### src/rtl/sseg_scan_ctrl.sv
// Multiplexed seven-segment scan controller: blanked digit scanning with
// per-frame shadow capture, per-digit lit mask and frame-based blinking.
module sseg_scan_ctrl #(
  parameter int unsigned N_DIGITS     = 8,
  parameter int unsigned DWELL_CYCLES = 700000,
  parameter int unsigned BLANK_CYCLES = 1000,
  parameter int unsigned BLINK_FRAMES = 36
) (
  input  logic                    clk,
  input  logic                    reset,
  input  logic                    enable,
  input  logic [8*N_DIGITS-1:0]   seg_data,
  input  logic [N_DIGITS-1:0]     digit_en,
  input  logic [N_DIGITS-1:0]     blink_en,
  output logic [7:0]              an,
  output logic [7:0]              sseg,
  output logic                    frame_done
);

  localparam int unsigned IW         = (N_DIGITS > 1) ? $clog2(N_DIGITS) : 1;
  localparam int unsigned CMAX       = (DWELL_CYCLES > BLANK_CYCLES) ? DWELL_CYCLES : BLANK_CYCLES;
  localparam int unsigned CW         = $clog2(CMAX + 1);
  localparam int unsigned FW         = (BLINK_FRAMES > 1) ? $clog2(BLINK_FRAMES) : 1;
  localparam int unsigned DWELL_LAST = DWELL_CYCLES - 1;
  localparam int unsigned BLANK_LAST = (BLANK_CYCLES > 0) ? BLANK_CYCLES - 1 : 0;

  typedef enum logic [1:0] {S_IDLE, S_BLANK, S_DRIVE} state_t;

  state_t                  r_state;
  logic [IW-1:0]           r_idx;
  logic [CW-1:0]           r_cnt;
  logic [FW-1:0]           r_fcnt;
  logic                    r_blink_phase;
  logic [8*N_DIGITS-1:0]   r_seg_sh;
  logic [N_DIGITS-1:0]     r_den_sh;
  logic [N_DIGITS-1:0]     r_ben_sh;
  logic [7:0]              r_an;
  logic [7:0]              r_sseg;
  logic                    r_frame_done;

  logic                    w_last_digit;
  logic                    w_fcnt_wrap;
  logic                    w_phase_nxt;
  logic [IW-1:0]           w_idx_inc;

  assign w_last_digit = (r_idx == IW'(N_DIGITS - 1));
  assign w_fcnt_wrap  = (r_fcnt == FW'(BLINK_FRAMES - 1));
  assign w_phase_nxt  = w_fcnt_wrap ? ~r_blink_phase : r_blink_phase;
  assign w_idx_inc    = IW'(r_idx + 1'b1);

  assign an         = r_an;
  assign sseg       = r_sseg;
  assign frame_done = r_frame_done;

  // Anode pattern for a driven digit: dark when masked off or in the blink-off phase.
  function automatic logic [7:0] f_an(input logic [IW-1:0] idx, input logic [N_DIGITS-1:0] den,
                                      input logic [N_DIGITS-1:0] ben, input logic phase);
    logic [7:0] v;
    v = 8'hFF;
    if (den[idx] && !(ben[idx] && phase)) v[idx] = 1'b0;
    return v;
  endfunction

  function automatic logic [7:0] f_seg(input logic [IW-1:0] idx, input logic [8*N_DIGITS-1:0] seg);
    return seg[8*int'(idx) +: 8];
  endfunction

  always_ff @(posedge clk or posedge reset) begin
    if (reset) begin
      r_state       <= S_IDLE;
      r_idx         <= '0;
      r_cnt         <= '0;
      r_fcnt        <= '0;
      r_blink_phase <= 1'b0;
      r_seg_sh      <= '1;
      r_den_sh      <= '0;
      r_ben_sh      <= '0;
      r_an          <= 8'hFF;
      r_sseg        <= 8'hFF;
      r_frame_done  <= 1'b0;
    end else begin
      r_frame_done <= 1'b0;
      case (r_state)
        S_IDLE: begin
          r_an   <= 8'hFF;
          r_sseg <= 8'hFF;
          if (enable) begin
            r_seg_sh <= seg_data;
            r_den_sh <= digit_en;
            r_ben_sh <= blink_en;
            r_idx    <= '0;
            r_cnt    <= '0;
            if (BLANK_CYCLES == 0) begin
              r_state <= S_DRIVE;
              r_an    <= f_an('0, digit_en, blink_en, r_blink_phase);
              r_sseg  <= f_seg('0, seg_data);
            end else begin
              r_state <= S_BLANK;
            end
          end
        end

        S_BLANK: begin
          if (r_cnt == CW'(BLANK_LAST)) begin
            r_state <= S_DRIVE;
            r_cnt   <= '0;
            r_an    <= f_an(r_idx, r_den_sh, r_ben_sh, r_blink_phase);
            r_sseg  <= f_seg(r_idx, r_seg_sh);
          end else begin
            r_cnt <= r_cnt + CW'(1);
          end
        end

        S_DRIVE: begin
          if (r_cnt == CW'(DWELL_LAST)) begin
            // enable is only looked at here, so a digit always completes its dwell
            r_cnt        <= '0;
            r_an         <= 8'hFF;
            r_sseg       <= 8'hFF;
            r_frame_done <= w_last_digit;
            r_state      <= (BLANK_CYCLES == 0) ? S_DRIVE : S_BLANK;
            if (!enable) begin
              r_state <= S_IDLE;
              r_idx   <= '0;
            end else if (w_last_digit) begin
              r_idx         <= '0;
              r_seg_sh      <= seg_data;
              r_den_sh      <= digit_en;
              r_ben_sh      <= blink_en;
              r_fcnt        <= w_fcnt_wrap ? '0 : FW'(r_fcnt + 1'b1);
              r_blink_phase <= w_phase_nxt;
              if (BLANK_CYCLES == 0) begin
                r_an   <= f_an('0, digit_en, blink_en, w_phase_nxt);
                r_sseg <= f_seg('0, seg_data);
              end
            end else begin
              r_idx <= w_idx_inc;
              if (BLANK_CYCLES == 0) begin
                r_an   <= f_an(w_idx_inc, r_den_sh, r_ben_sh, r_blink_phase);
                r_sseg <= f_seg(w_idx_inc, r_seg_sh);
              end
            end
          end else begin
            r_cnt <= r_cnt + CW'(1);
          end
        end

        default: r_state <= S_IDLE;
      endcase
    end
  end

endmodule
### config.mk
export PLATFORM = sky130hd
export DESIGN_NAME = sseg_scan_ctrl
export DESIGN_NICKNAME = d
export VERILOG_FILES = /design/src/rtl/sseg_scan_ctrl.sv
export SDC_FILE = /design/constraint.sdc
export NUM_CORES = 1
export LEC_CHECK = 0
export ABC_CLOCK_PERIOD_IN_PS = 7200
export CAP_MARGIN = 0
export CORE_MARGIN = 10
export CORE_UTILIZATION = 38
export DETAILED_ROUTE_END_ITERATION = 8
export PLACE_DENSITY = 0.7
export SLEW_MARGIN = 20
export SYNTH_ARGS = -nofsm -noshare
export SYNTH_HDL_FRONTEND = slang
export SYNTH_SLANG_ARGS = --single-unit
### constraint.sdc
create_clock -name clk -period 7.2 [get_ports clk]
set_input_delay 1.44 -clock clk [delete_from_list [all_inputs] [get_ports clk]]
set_output_delay 1.44 -clock clk [all_outputs]
set_load 0.01 [all_outputs]
# --- Yosys cells after proc, flatten, opt, wreduce, memory -nomap -nowiden ---
# Cells that the tools add are included.
# W data, S select, Z words.
op_classes:
  n_addsub: 3
  magnitude_cmp: 2
  eq_ne: 11
  shift: 1
  n_mux: 44
  bitwise: 2
  reduce_logical: 14
ops:
  columns: ["operator", "count"]
  rows:
  - ["$mux W64", 4]
  - ["$pmux W64 S2", 1]
  - ["$mux W8", 12]
  - ["$shiftx A64 B7 Y8", 1]
  - ["$mux W20", 3]
  - ["$pmux W20 S3", 1]
  - ["$pmux W8 S3", 2]
  - ["$pmux W8 S2", 2]
  - ["$add A20 B1 Y20 const B", 1]
  - ["$eq A20 B10 Y1 const B", 1]
  - ["$eq A20 B20 Y1 const B", 1]
  - ["$mux W3", 4]
  - ["$ne A2 B2 Y1 const B", 5]
  - ["$reduce_and A5 Y1", 2]
  - ["$reduce_and A3 Y1", 3]
  - ["$not A8 Y8", 1]
  - ["$add A6 B1 Y6 const B", 1]
  - ["$bmux W1 S3", 2]
  - ["$eq A6 B6 Y1 const B", 1]
  - ["$mux W1", 6]
  - ["$mux W2", 3]
  - ["$mux W6", 1]
  - ["$pmux W2 S3", 1]
  - ["$pmux W3 S2", 1]
  - ["15 further kinds", 17]
word_totals:
  reg_bits: 129
  output_inout_bits: 17
  elab_cells: 88

# --- Longest topological paths before layout ---
depth:
  depth_word: 8
  mapped_depth: 8

# --- Worst setup path before layout ---
# OpenSTA, ideal clock, no wires.
synth_path:
  path_type: "input port to flip-flop"
  from: "input enable"
  to: "register r_cnt[14]"
  setup_ns: 0.142
  arrival_ns: 2.721
  required_time_ns: 7.058
  setup_slack_ns: 4.337
  stages: 6
  n_path_buf: 1
  cell_sequence: "nor2b_1 clkbuf_1 nor4_1 nand3_1 xor2_1 nor2_1"
synth_between:
  elab_chain_cells: 2
synth_rtl:
  columns: ["element", "line", "rtl"]
  rows:
  - ["from (decl)", "11", "input logic enable,"]
  - ["$ne A2 B2 Y1 (no source line)", null, null]
  - ["$reduce_and A2 Y1 (no source line)", null, null]
  - ["to (signal assigned)", "110", "r_cnt <= r_cnt + CW'(1);"]
  - ["to (signal assigned)", "144", "r_cnt <= r_cnt + CW'(1);"]
  - ["to (decl)", "31", "logic [CW-1:0] r_cnt;"]
# Every way passes these cells.
# A chain may end at the register's enable or synchronous reset.

# --- Worst setup path in the final report ---
layout_path:
  from: "input enable"
  to: "register r_seg_sh[50]"
layout_between:
  elab_chain_cells: 2
layout_rtl:
  columns: ["element", "line", "rtl"]
  rows:
  - ["$ne A2 B2 Y1 (no source line)", null, null]
  - ["$reduce_and A5 Y1 (no source line) (*)", null, null]
  - ["to (signal assigned)", "88", "r_seg_sh <= seg_data;"]
  - ["to (signal assigned)", "127", "r_seg_sh <= seg_data;"]
  - ["to (decl)", "34", "logic [8*N_DIGITS-1:0] r_seg_sh;"]
# Mark *: on every way between the ends. The rest lies on a longest branch, timed or not.

==> reports/metrics.cfg <==
[run_status]
outcome = completed

[sta]
finalSetupViolCount = 0
rsz0062_at_grt = no
drv_slew = 0
fin_skew_ps = 6.73
finalHoldViolCount = 0
max_freq_mhz = 306
max_slew_margin_pct = 34.0
worstMarginPinSlew_ps = 990
fin_crit_sh_pct = 45.3
tns_ps = 0
period_minus_slack_ps = 3270

[die]
die_h_um = 147
core_area_sq_um = 15900
initial_utilization_pct = 38.7
die_w_um = 147
ios = 100
std_cell_rows = 46
die_area_sq_um = 21700

[clock_tree]
cts-htree-levels = 4
postCtsSetupBuffers = 0
post_cts_resized = 0
cts_hold_buf = 0
tritoncts = built
cts_buffers = 17
cts_sinks = 129
cts.path.max_buffers = 2
insertion_delay_ps = 420
clk_pin_slew_ps = 50
cts_root_buf = clkbuf_16

[yosys]
avgSynthCellArea_sq_um = 13.7
synth_top_cell_by_area = dfstp_2
post-synth-top-count-cell = mux2_2
synth_ff_type = dfstp_2
ys_ff_latch = 129
synth_cell_types = 46
async_reset_ff_share_pct = 100
synth_common_cells = 87 x mux2_2, 80 x dfstp_2, 49 x dfrtp_1
synth_area_sq_um = 6150
synth_nets = 542
synthCells = 450
ys_warn_count = 0
synth-edff-count = 0
synth_top_cell_area_share_pct = 34.2
seq_area_frac_synth_pct = 54.2
yosys-top-cells-area = dfstp_2 34%, dfrtp_1 20%, mux2_2 16%

[placed_design]
dp_hpwl_um = 9360
port_buffers = 99
gp_congestion = 0.822
dpl_cell_area_sq_um = 7360

[route]
via_per_inst = 5.04
wirelength_um = 13400
drcViolationCount = 0
drt-initial-drc-count = 265
wl_per_cell_um = 17.2
dr.pass1.iters = 4
vias = 3931
ant_nets = 0

[layout]
n_fill_cell = 1376
stdcell_area_sq_um = 7980
drive_gt1_share_pct = 41.4
area_growth_pct = 29.9
multi_input_area_sq_um = 2710
layout.nets = 642
final-seq-area_sq_um = 3330

[grt]
top_usage_layer = met2
grt_max_degree = 81
grt_pass1_vias = 4427
grt_use_total_pct = 13.1
use_met2_pct = 20.3
grtUsageMet1_pct = 16.2
met3_usage_pct = 4.94
antenna_found_initial = 0
grt_overflow_total = 0
grt_pass1_wl_um = 22700

[setup_path]
critPathKind = in -> reg
endpoint_kind = flip-flop
start_kind = input pin
cp.arrival_ps = 3610
crit_path_max_fanout = 44
cp_data_required_time_ps = 7540

[power_and_ir_drop]
p_leak_nw = 3.33
p_per_area_nw_per_um2 = 206
irDropWorstVdd_mv = 0.152

[min_path]
hold_path_class = reg -> reg

[flow_run]
cap_violations = 0

[path summary, 6_finish.rpt]
check / cells after the start / slack [ps] / to / start
max: 6 / 3930 / r_seg_sh[50] / enable
min reg2reg: 1 / 490 / r_fcnt[5] / r_fcnt[5]
max in group asynchronous: 4 / 4560 / an[2] / reset
min in group asynchronous: 2 / 1690 / r_seg_sh[4] / reset
min: 1 / 490 / r_fcnt[5] / r_fcnt[5]
max reg2reg: 7 / 4210 / r_seg_sh[50] / r_idx[0]
[where the power goes]
group          internal, mW  leakage [nW]  switching [mW]  total, mW
sequential            0.728          1.49               0      0.728
clock                 0.549         0.283           0.306      0.856
combinational        0.0414          1.56          0.0228     0.0643
total                  1.32          3.33           0.329       1.65
[cell families after synthesis]
family / share of synthesized area, %
multiplexers: 26.0
flip-flops: 54.2
buffers and inverters: 2.10
XOR/XNOR: 2.85
AND/OR/NAND/NOR: 10.3
AO/OA/AOI/OAI: 2.77
adder cells (fa/ha/maj): 1.83
[flip-flops by register name (all words and copies together), names as in the netlist]
| register | cells |
|---|---|
| r_seg_sh | 64 |
| r_den_sh | 8 |
| an | 8 |
| r_fcnt | 6 |
| r_idx | 3 |
| r_state | 2 |
| sseg | 8 |
| frame_done | 1 |
| r_ben_sh | 8 |
| r_cnt | 20 |
| r_blink_phase | 1 |
[worst max-delay path: stages]
cell and delay [ps]:
clkdlybuf4s50_1 590, nand2_1 70, o21ai_0 170, nand3_4 570, buf_12 410, mux2_1 320
[per-stage QoR]
| step | utilization (%) | power (mW) | instances | hold WS, ps | setup slack (ps) |
|---|---|---|---|---|---|
| final | 50.2 | 1.65 | 780 | 487 | 3930 |
| after global routing | 50.2 | 1.70 | 779 | 518 | 3760 |
| after CTS | 50.1 | 1.66 | 778 | 484 | 3680 |
| after detailed placement | 46.4 | 0.804 | 746 | 477 | 3240 |
| after global placement | 46.1 | 0.802 | 745 | 469 | 3320 |
| after floorplan | - | 0.750 | 450 | 446 | 2450 |
[per-layer routing]
| layer | up-vias | wire length [um] |
|---|---|---|
| met5 | - | 0 |
| met4 | 0 | 206 |
| met3 | 20 | 949 |
| met2 | 94 | 6410 |
| met1 | 1988 | 5820 |
| li1 | 1829 | - |
[layout make-up]
| type | instances | area share, % |
|---|---|---|
| Tap cell | 216 | 3.39 |
| Clock buffer | 21 | 5.64 |
| Clock inverter | 11 | 1.72 |
| Antenna cell | 1 | 0.0314 |
| Inverter | 6 | 0.314 |
| Multi-Input combinational cell | 293 | 34.0 |
| Timing Repair Buffer | 103 | 13.2 |
| Sequential cell | 129 | 41.7 |
[cell usage in the layout, fill, tap and decap left out, types with 3 or more instances in the layout]
| cell type | netlist | final |
|---|---|---|
| clkbuf_1 | 6 | 3 |
| clkbuf_16 | 0 | 17 |
| and2_1 | 4 | 4 |
| nor2_1 | 24 | 24 |
| nand4_1 | 16 | 16 |
| xnor2_1 | 5 | 5 |
| ha_1 | 9 | 9 |
| nor4_2 | 2 | 4 |
| clkinv_2 | 0 | 5 |
| dfrtp_1 | 49 | 49 |
| clkdlybuf4s50_1 | 0 | 99 |
| mux2_2 | 87 | 87 |
| nand2_1 | 33 | 33 |
| a21oi_1 | 4 | 4 |
| and4_1 | 3 | 3 |
| nor3_1 | 4 | 4 |
| a21o_1 | 3 | 3 |
| nor2b_1 | 4 | 4 |
| bufinv_16 | 0 | 3 |
| mux4_2 | 18 | 18 |
| xor2_1 | 15 | 15 |
| o21ai_0 | 6 | 6 |
| inv_1 | 6 | 5 |
| mux2_1 | 11 | 11 |
| dfstp_2 | 80 | 80 |
| mux2i_1 | 9 | 9 |
| nand3_1 | 12 | 11 |
| clkinvlp_4 | 0 | 3 |
(Power assumes the default switching activity.)
==> RTL edit 1: new RTL, config.mk and constraints unchanged <==
Make the reset (`reset`) synchronous in one clocked block.
--- a/src/rtl/sseg_scan_ctrl.sv
+++ b/src/rtl/sseg_scan_ctrl.sv
@@ -65,7 +65,7 @@
     return seg[8*int'(idx) +: 8];
   endfunction
 
-  always_ff @(posedge clk or posedge reset) begin
+  always_ff @(posedge clk) begin
     if (reset) begin
       r_state       <= S_IDLE;
       r_idx         <= '0;
Behaviour: same outputs for any inputs over 4 cycles, from zero or initial values and one cycle with reset high; that may be too few to reach the edited logic, so the function may still have changed.
==> RTL edit 1 against the original RTL <==
Worst setup slack got worse by 0.71 ns; utilization decreased by 1.1 points; synthesized area is 1.2% higher; count of clock-buffer cells in the layout fell by 4; routed wire length rose by 34%; synthesized cell count is 47% higher; cell area down 1.8%; sequential cell count stayed put; maximum frequency decreased by 18%; first-iteration DRC count up 74%; sequential share of layout area fell by 8.7 points; critical path type unchanged.
Power is not compared: it rests on default switching activity, and its combinational part moved more than twofold at a synthesized area within 25%.
==> RTL edit 1: results (changes against the original RTL) <==
skew_ns: 0.00940  # was 0.00673 ns
yosys-top-cells-area: "dfxtp_1 42%, a211o_1 9.2%, and3_1 7.3%"  # was dfstp_2 34%, dfrtp_1 20%, mux2_2 16%
status: "finished, final reports clean"  # unchanged
grt_pass1_wl_um: 28600  # was 22700 µm
antennaDiodeCount: 0  # was 1
synth_nets: 753  # was 542
use_met1: 0.200  # was 0.162
critical_path_arrival_ns: 4.35  # was 3.61 ns
met3WireLength_um: 1330  # was 949 µm
grt_use_met2: 0.266  # was 0.203
synth_compound_area_frac: 0.208  # was 0.0277
routed_wl_um: 17900  # was 13400 µm
max_freq_mhz: 251  # was 306 MHz
drt_iter0_drc: 460  # was 265
hold_ws_ns: 0.469  # was 0.487 ns
worst_path_max_delay_cell: "nand2_4"  # was clkdlybuf4s50_1
synth_xor_area_frac: 0.0169  # was 0.0285
grt_max_degree: 87  # was 81
place_congestion: 0.865  # was 0.822
vias_per_cell: 5.78  # was 5.04
synthArstFlopShare: 0  # was 1.00
grtUsageMet3: 0.0491  # was 0.0494
synth_mux_area_frac: 0.0800  # was 0.260
pre_cts_ws_ns: 2.48  # was 3.24 ns
grt_use_total: 0.163  # was 0.131
synthDistinctLibCells: 57  # was 46
regToRegStartpoint: "r_idx[0]"  # unchanged
avgRoutedWirePerCell_um: 18.8  # was 17.2 µm
crit_end: "r_seg_sh[36]"  # was r_seg_sh[50]
nets: 817  # was 642
cp_slowest_stage_delay_ns: 0.88  # was 0.59 ns
syn_inst: 662  # was 450
min_from: "r_den_sh[0]"  # was r_fcnt[5]
cp_max_fo: 86  # was 44
synthAdderAreaFrac: 0.0161  # was 0.0183
post_dp_cell_area_mm2: 0.00729  # was 0.00736 mm²
dp_cells: 923  # was 746
min_to: "r_den_sh[0]"  # was r_fcnt[5]
RTL edit 1: changes by cell type after synthesis, moves of 8 or more:
cell	delta
nor3_1	+11
dfrtp_1	-49
nand3_1	+22
mux2_2	-83
dfxtp_1	+129
and3_1	+72
a211o_1	+65
o21ai_0	+16
dfstp_2	-80
a21oi_1	+44
clkbuf_1	+42
mux2_1	-11
a22oi_1	+8
o21bai_1	+9
RTL edit 1: final cells by class:
| type | instances | area [µm²] |
|---|---|---|
| clock buffers | 17 | 425 |
| clock inverters | 13 | 115 |
| fillers | 1477 | 8110 |
| inverters | 9 | 33.8 |
| multi-input cells | 463 | 3370 |
| flip-flops and latches | 129 | 2580 |
| well taps | 216 | 270 |
| repair buffers | 106 | 1040 |
RTL edit 1: power breakdown:
part	internal, mW	leakage (nW)	switching (mW)
Combinational	0.175	1.60	0.179
Clock	0.470	0.258	0.331
Sequential	0.785	1.06	0.0414
Total	1.43	2.92	0.551
==> RTL edit 2: new RTL, config.mk and constraints unchanged <==
Without the edit above. Change the parameter `DWELL_CYCLES` from 700000 to 1400000.
--- a/src/rtl/sseg_scan_ctrl.sv
+++ b/src/rtl/sseg_scan_ctrl.sv
@@ -2,7 +2,7 @@
 // per-frame shadow capture, per-digit lit mask and frame-based blinking.
 module sseg_scan_ctrl #(
   parameter int unsigned N_DIGITS     = 8,
-  parameter int unsigned DWELL_CYCLES = 700000,
+  parameter int unsigned DWELL_CYCLES = 1400000,
   parameter int unsigned BLANK_CYCLES = 1000,
   parameter int unsigned BLINK_FRAMES = 36
 ) (
Behaviour: no difference found for any inputs over 4 cycles, from zero or initial values and one cycle with reset high; that may be too few to reach the edited logic, so the function may still have changed.
==> RTL edit 2 against the original RTL <==
Cell area grew 2.7%; worst setup slack lost 0.22 ns; routed wire length grew 10%; first-iteration DRC count grew 28%; synthesized area grew 4.9%; sequential cell count grew 1; global-route usage grew 0.60 points; critical path type unchanged; largest cell class unchanged.
Power is not compared: it rests on default switching activity, and its combinational part moved more than twofold at a synthesized area within 25%.
==> RTL edit 2: results (changes against the original RTL) <==
synthArstFlopShare: 1.00  # unchanged
yosysWarnings: 0  # unchanged
place_hpwl_um: 10500  # was 9360 µm
dr.pass1.iters: 5  # was 4
drc_errors: 0  # unchanged
post_dp_cell_area_mm2: 0.00759  # was 0.00736 mm²
pre_cts_ws_ns: 3.29  # was 3.24 ns
grt_use_total: 0.137  # was 0.131
synthAdderAreaFrac: 0.0175  # was 0.0183
synth_nets: 574  # was 542
nFillCells: 1431  # was 1376
dp_cells: 783  # was 746
regToRegStartpoint: "r_idx[1]"  # was r_idx[0]
status: "finished, final reports clean"  # unchanged
post_cts_buffers: 0  # unchanged
grt_pass1_vias: 4617  # was 4427
avgSynthCellArea_um2: 13.4  # was 13.7 µm²
nets: 674  # was 642
yosys-top-cells-area: "dfstp_2 33%, dfrtp_1 19%, mux2_2 14%"  # was dfstp_2 34%, dfrtp_1 20%, mux2_2 16%
reg2reg_slack_ns: 4.16  # was 4.21 ns
clockBufferDepth: 2  # unchanged
final_area_mm2: 0.00820  # was 0.00798 mm²
vdd_drop_max_mv: 0.190
grt_pass1_wl_um: 24400  # was 22700 µm
cp_slowest_stage_delay_ns: 0.74  # was 0.59 ns
clkTransAtPathRegs_ns: 0.06
worst_path_max_delay_cell: "buf_4"  # was clkdlybuf4s50_1
min_from: "r_fcnt[5]"  # unchanged
synthDistinctLibCells: 54  # was 46
numCtsBuffers: 17  # unchanged
critical_path_arrival_ns: 3.83  # was 3.61 ns
drive_gt1_frac: 0.395  # was 0.414
port_buffers: 99  # unchanged
antenna_found_initial: 0  # unchanged
min_to: "r_fcnt[5]"  # unchanged
largestRegisters: "r_seg_sh: 64 flops, r_cnt: 21 flops"  # was r_seg_sh: 64 flops, r_cnt: 20 flops
cts_resized: 0  # unchanged
vias: 4249  # was 3931
antennaDiodeCount: 0  # was 1
relSlewSlack: 0.316  # was 0.340
synth_seq_area_share: 0.520  # was 0.542
grt_max_degree: 81  # unchanged
skew_ns: 0.00982  # was 0.00673 ns
synth_compound_area_frac: 0.0446  # was 0.0277
hold_ws_ns: 0.500  # was 0.487 ns
vias_per_cell: 5.21  # was 5.04
place_congestion: 0.862  # was 0.822
regArea_mm2: 0.00335  # was 0.00333 mm²
synth_mux_area_frac: 0.257  # was 0.260
drt_iter0_drc: 340  # was 265
cp_max_fo: 80  # was 44
synth_xor_area_frac: 0.0190  # was 0.0285
r2r_cells: 8  # was 7
htree_levels: 4  # unchanged
r2r-end: "r_seg_sh[58]"  # was r_seg_sh[50]
avgRoutedWirePerCell_um: 18.1  # was 17.2 µm
synth_common_cells: "81 x mux2_2, 80 x dfstp_2, 50 x dfrtp_1"  # was 87 x mux2_2, 80 x dfstp_2, 49 x dfrtp_1
## RTL edit 2: cell count changes after synthesis, sizes merged, moves of 3 or more
| cell | unedited run | this run |
|---|---|---|
| xor2 | 15 | 10 |
| and3 | 1 | 5 |
| and2 | 5 | 2 |
| o21ai | 6 | 19 |
| nand4 | 16 | 11 |
| nand2 | 33 | 36 |
| a21oi | 4 | 7 |
| o211ai | 1 | 5 |
| or3 | 2 | 5 |
| nand3 | 12 | 20 |
## RTL edit 2: worst max-delay path by stage
stage / from / to / slack, ns / cells after the start
3_5_place_dp: enable / r_den_sh[1] / 3.29 / 6
2_1_floorplan: reset / frame_done / 2.42 / 1
4_1_cts: enable / r_den_sh[7] / 3.72 / 6
5_1_grt: enable / r_ben_sh[7] / 3.57 / 6
3_3_place_gp: enable / r_den_sh[7] / 3.32 / 6
6_report: enable / r_seg_sh[58] / 3.72 / 6
## RTL edit 2: cell type report
type,instances,area share
Inverter,8,0.00397
Multi-Input combinational cell,321,0.354
Clock inverter,13,0.0183
Clock buffer,19,0.0553
Sequential cell,130,0.409
Timing Repair Buffer,104,0.125
Tap cell,220,0.0336
## RTL edit 2: metal layers
| metal | part of all wire | GRT usage | routed length, µm |
|---|---|---|---|
| met1 | 0.45 | 0.178 | 6650 |
| met2 | 0.47 | 0.204 | 6940 |
| met3 | 0.068 | 0.0549 | 1010 |
| met4 | 0.012 | 0.0442 | 180 |
| met5 | 0 | 0 | 0 |
## RTL edit 2: power groups by stage
stage	sequential [mW]	clock (mW)	combinational, mW
2_1_floorplan	1.22	0	0.678
4_1_cts	1.26	0.887	0.833
5_1_grt	1.29	0.923	0.896
6_report	1.26	0.870	0.823
3_3_place_gp	1.24	0	0.799
3_5_place_dp	1.27	0	0.827
